**src/rtl/regfile_write_arbiter.sv**
```systemverilog
// regfile_write_arbiter: shares one register-file write port between pipeline writeback (A) and multi-cycle unit (B); optional bypass via RF_WB_BYPASS_EN
module regfile_write_arbiter #(
  parameter int DATA_WIDTH   = 32,
  parameter int REG_BITS     = 5,
  parameter int STARVE_LIMIT = 4
) (
  input  logic                  clock,
  input  logic                  ctrl_reset,
  input  logic                  a_valid,
  output logic                  a_ready,
  input  logic [REG_BITS-1:0]   a_reg,
  input  logic [DATA_WIDTH-1:0] a_data,
  input  logic                  b_valid,
  output logic                  b_ready,
  input  logic [REG_BITS-1:0]   b_reg,
  input  logic [DATA_WIDTH-1:0] b_data,
  output logic                  rf_we,
  output logic [REG_BITS-1:0]   rf_reg,
  output logic [DATA_WIDTH-1:0] rf_data,
  input  logic [REG_BITS-1:0]   byp_reg,
  output logic                  byp_hit,
  output logic [DATA_WIDTH-1:0] byp_data
);
  logic [3:0] wait_cnt;
  logic       force_b;
  assign force_b = wait_cnt == 4'(STARVE_LIMIT);
  // A has priority unless B has been blocked long enough; nothing is granted during reset
  always_comb begin
    b_ready = ~ctrl_reset & b_valid & (~a_valid | force_b);
    a_ready = ~ctrl_reset & a_valid & ~(b_valid & force_b);
  end
  // one-stage write register; writes to register 0 are accepted but never enabled
  always_ff @(posedge clock) begin
    if (ctrl_reset) begin
      rf_we    <= 1'b0;
      rf_reg   <= '0;
      rf_data  <= '0;
      wait_cnt <= '0;
    end else begin
      rf_we <= (a_ready && a_reg != '0) || (b_ready && b_reg != '0);
      if (a_ready || b_ready) begin
        rf_reg  <= b_ready ? b_reg : a_reg;
        rf_data <= b_ready ? b_data : a_data;
      end
      wait_cnt <= (!b_valid || b_ready) ? 4'd0 : force_b ? wait_cnt : wait_cnt + 4'd1;
    end
  end
`ifdef RF_WB_BYPASS_EN
  assign byp_hit  = rf_we && rf_reg == byp_reg && byp_reg != '0;
  assign byp_data = byp_hit ? rf_data : '0;
`else
  logic unused_byp;
  assign unused_byp = ^byp_reg;
  assign byp_hit    = 1'b0;
  assign byp_data   = '0;
`endif
endmodule

```
**config.mk**
```make
export PLATFORM = sky130hd
export DESIGN_NAME = regfile_write_arbiter
export DESIGN_NICKNAME = d
export VERILOG_FILES = /design/src/rtl/regfile_write_arbiter.sv
export SDC_FILE = /design/constraint.sdc
export NUM_CORES = 1
export LEC_CHECK = 0
export BUFFER_PORTS_ARGS = -buffer_cell sky130_fd_sc_hd__buf_2
export CORE_MARGIN = 1.5
export CORE_UTILIZATION = 39
export CTS_CLUSTER_DIAMETER = 80
export DETAILED_ROUTE_END_ITERATION = 7
export PLACE_DENSITY = 0.72
export SYNTH_ARGS = -nofsm -noshare
export SYNTH_HDL_FRONTEND = slang
export SYNTH_SLANG_ARGS = --single-unit
export TNS_END_PERCENT = 10
```
**constraint.sdc**
```tcl
create_clock -name clock -period 1.7 [get_ports clock]
set_clock_uncertainty 0.05 [all_clocks]
set_input_delay 0.255 -clock clock [delete_from_list [all_inputs] [get_ports clock]]
set_output_delay 0.255 -clock clock [all_outputs]
set_load 0.03 [all_outputs]
```
After elaboration in Yosys (flattened, before gate mapping). Cells that the tools add are included.

Bits in registers: 42. Input port bits: 83. Output and inout bits: 73. Word-level logic and storage cells: 26.

$add $sub $neg: 1. Eq/ne operators: 1. Mux-type cells: 2. Bitwise gates (word level): 9. Reductions and logical operators: 9.

Operator list (number): $mux 32 (1); $reduce_bool 5->1 (2); $and 1x1->1 (5); $mux 5 (1); $add 4x1->4 const B (1); $eq 4x3->1 const B (1); $logic_or 1x1->1 (3); $not 1->1 (3); $logic_and 1x1->1 (2); $reduce_or 2->1 (1); $logic_not 1->1 (1); $or 1x1->1 (1).

Logic depth before layout (Yosys ltp).
Depth in word-level cells: 6. Mapped depth: 7. Mapped depth without buffers: 5.

Worst setup path before layout. Ideal clock, no wire load.

Kind: register -> output. Start point: reg wait_cnt[0]. End point: out a_ready. Arrival: 1.556 ns. Data required time: 1.395 ns. Setup slack: -0.161 ns. Stages on the path, launching flop included: 7. Buffers on the path: 2. Path through: dfxtp_1 inv_1 ha_1 and3b_1 buf_2 buf_2 a21oi_1.

Word-level cells in the longest chain between the ends: 4.

Ends and longest elaborated chain: start: declaration (line 24) `logic [3:0] wait_cnt;`; start signal: assignment (line 45) `wait_cnt <= (!b_valid || b_ready) ? 4'd0 : force_b ? wait_cnt : wait_cnt + 4'd1;`; $eq 4x3->1 (line 26) `assign force_b = wait_cnt == 4'(STARVE_LIMIT);`; $and 1x1->1 (line 30) `a_ready = ~ctrl_reset & a_valid & ~(b_valid & force_b);`; $not 1->1 (line 30); $and 1x1->1 (line 30); end: declaration (line 10) `output logic a_ready,`.

No other way between the ends.

Final worst setup path. Same ends and word-level chain as after synthesis.

==> key figures <==
Synthesis
  • Mux cell area share after synthesis: 0.155
  • Synth Cell Area: 2690 sq um
  • Unique masters post-synth: 26
  • Number of synthesized flops with an enable pin: 0
  • Synth top area share: 0.312
  • Synth Area in Adders: 0.00929
  • Simple-gate share of the synthesized area: 0.254
  • Synth area leaders: dfxtp_1, mux2_2, nor3_1
  • Main combinational cell family by area after synthesis: simple AND/OR/NAND/NOR gates
  • Synthesized area per cell: 8.36 sq um
  • Synth top cells by count: nor3_1, dfxtp_1, mux2_2, nor4_1, o22ai_1
  • Synth Area in Compound Gates: 0.0985
  • #FFs+latches synth: 42
  • Primary FF master, synth: dfxtp_1
  • Sequential area share after synthesis: 0.312
  • FFs w/ async S/R, synth: 0
  • Top-count cell post-synth: nor3_1
  • Cell taking the most area after synthesis: dfxtp_1
  • Cells after Synth: 322
  • Xor/xnor cell area share of the yosys netlist: 0.00651
  • Yosys warns: 0

Job
  • Max Cap Violations: 0

Global route
  • First-pass GRT wire length: 13100 um
  • Most Crowded Layer GR: met2
  • GRT Residual Overflow: 0
  • Met3 usage in global routing: 0.0433
  • Initial antenna violation count: 1
  • Tot GR Track Use: 0.221
  • Met2 usage: 0.392
  • Vias in the first global route: 2797
  • Met1 track demand over resource: 0.264
  • Largest net degree at the start of global routing: 28

Min path
  • Type of the tightest min-delay check: primary input to flop
  • HP Start: b_data[6]

Pwr
  • Switching power: 883 uW
  • Gate power share: 0.315
  • Worst VDD drop: 0.000256 V
  • Seq pwr share: 0.430
  • P per Cell Area: 757 nW/um^2
  • Cell-internal power: 1660 uW
  • Design Power: 2550 uW
  • Leakage dissipation: 0.00150 uW
  • Switching part of the total: 0.347
  • Clk network pwr share: 0.255

Setup path
  • Critical Path RT: 1.39 ns
  • Worst Path Arrival: 1.44 ns
  • Critical Path Fanout Max: 6
  • R2R Setup Slk: 0.08 ns
  • Crit end category: primary output
  • Worst r2r src: wait_cnt[0]$_SDFFE_PP0P_
  • Crit path from: wait_cnt[0]$_SDFFE_PP0P_
  • Kind of critical path: flop to primary output
  • Setup crit start kind: flop

Outcome
  • Status: finished, violations left
  • Failing checks: setup timing

Routing
  • Routed len/inst: 15.9 um
  • 1st-pass router iterations: 4
  • Residual DRC: 0
  • Post-DRT Antenna Nets: 0
  • Vias: 2927
  • 1st-iter DRT viols: 104
  • Routed WL: 8170 um
  • DR vias/cell: 5.72

Die
  • Die area: 7410 sq um
  • Core area: 6720 sq um
  • Row count: 30
  • Die width: 86.1 um
  • I/O Pins: 156
  • Die Y: 86.1 um
  • Initial core utilization: 0.401

Clocking
  • Clock Sinks: 42
  • Total CTS buffers: 5
  • H-tree depth: 2
  • Hold Buf Count CTS: 0
  • Clk root buf: clkbuf_8
  • Clock transition at path regs: 0.08 ns
  • TritonCTS clock tree: built
  • Clock Latency Late Sink: 0.29 ns
  • CTS max path bufs: 2

Finish
  • Register area: 843 sq um
  • Fraction of layout cells with a size suffix above 1: 0.447
  • Nets: 518
  • Multi-input logic area: 1560 sq um
  • Layout area overhead: 25.0%
  • Fill count: 656
  • ANT cells: 0
  • Post-layout instance area: 3370 sq um
  • Max reg flops: 32

STA
  • Period minus WS final: 1.75 ns
  • Tcrit/Tclk final: 1.03
  • FMAX: 0.573 GHz
  • RSZ-0062 raised after global routing: yes
  • Final hold vios: 0
  • Final setup fails: 1
  • Max-slew violation count: 0
  • Final worst slack: -0.0456 ns

Place
  • Post-DP HPWL: 5540 um
  • Placed Area: 3230 sq um
  • Final Wtd Congestion: 0.769
  • Placement Setup Slack: 0.0429 ns
  • IO buf count: 117
==> cells in the final DEF, fill, tap and decap left out, drive strengths merged <==
master / netlist / final
xor2: 1 / 1
ha: 2 / 2
o22ai: 37 / 37
a21oi: 3 / 3
or3: 1 / 1
dfxtp: 42 / 42
conb: 1 / 33
and3b: 1 / 1
clkbuf: 11 / 6
o221ai: 1 / 1
xnor2: 1 / 1
or4: 1 / 1
a221o: 1 / 1
nor3: 75 / 75
mux2: 37 / 37
nand2b: 3 / 3
nor2: 5 / 5
nand3: 1 / 1
nand3b: 1 / 1
buf: 56 / 139
nor4: 37 / 37
inv: 4 / 4
==> per-layer routing <==
metal | share of wire | vias up
li1 | - | 1369
met1 | 0.41 | 1400
met2 | 0.51 | 142
met3 | 0.067 | 14
met4 | 0.011 | 2
met5 | 0.0015 | -
==> final cells by class <==
class | instances | share of cell area
Multi-Input combinational cell | 241 | 0.462
Sequential cell | 42 | 0.251
Timing Repair Buffer | 139 | 0.229
Tap cell | 80 | 0.0297
Clock buffer | 6 | 0.0245
Inverter | 4 | 0.00446
==> timing repair <==
item	in CTS	in global routing
pin swaps	1	2
endpoints found under the setup margin	2	19
gates resized for setup	4	4
buffers inserted	1	3
==> cells by family after synthesis <==
kind of cell | Yosys count
multiplexers | 37
buffers and inverters | 71
other | 1
AO/OA/AOI/OAI | 42
XOR/XNOR | 2
adder cells (fa/ha/maj) | 2
flip-flops | 42
AND/OR/NAND/NOR | 125
==> worst max-delay path: stages (launching register included) <==
cell and delay [ns]:
dfxtp_2 0.37, inv_2 0.05, ha_4 0.15, and3b_2 0.25
a21oi_2 0.17, buf_6 0.15
==> power by group through the flow <==
stage | registers (uW) | logic [uW] | clock network [uW]
after floorplan | 1270 | 445 | 0
after global placement | 1120 | 776 | 0
after detailed placement | 1120 | 793 | 0
after CTS | 1090 | 799 | 668
after global routing | 1100 | 863 | 702
final | 1090 | 803 | 650
==> final timing paths <==
kind                                                  to  cells after the start
worst min-delay path             rf_data[6]$_SDFFE_PP0P_                      3
worst max register to register  rf_data[27]$_SDFFE_PP0P_                      7
worst max-delay path                             a_ready                      5
worst min register to register  wait_cnt[0]$_SDFFE_PP0P_                      1
==> metrics by stage <==
| stage | TNS [ns] | util | hold slack [ns] | cells |
|---|---|---|---|---|
| CTS | -0.0677 | 0.496 | 0.216 | 509 |
| global placement | 0 | 0.481 | 0.391 | 502 |
| floorplan | -0.0407 | - | 0.380 | 354 |
| global route | -0.118 | 0.501 | 0.248 | 512 |
| finish | -0.0456 | 0.501 | 0.229 | 512 |
| detailed placement | 0 | 0.481 | 0.407 | 502 |
No activity file was read; power rests on OpenSTA's default activity.
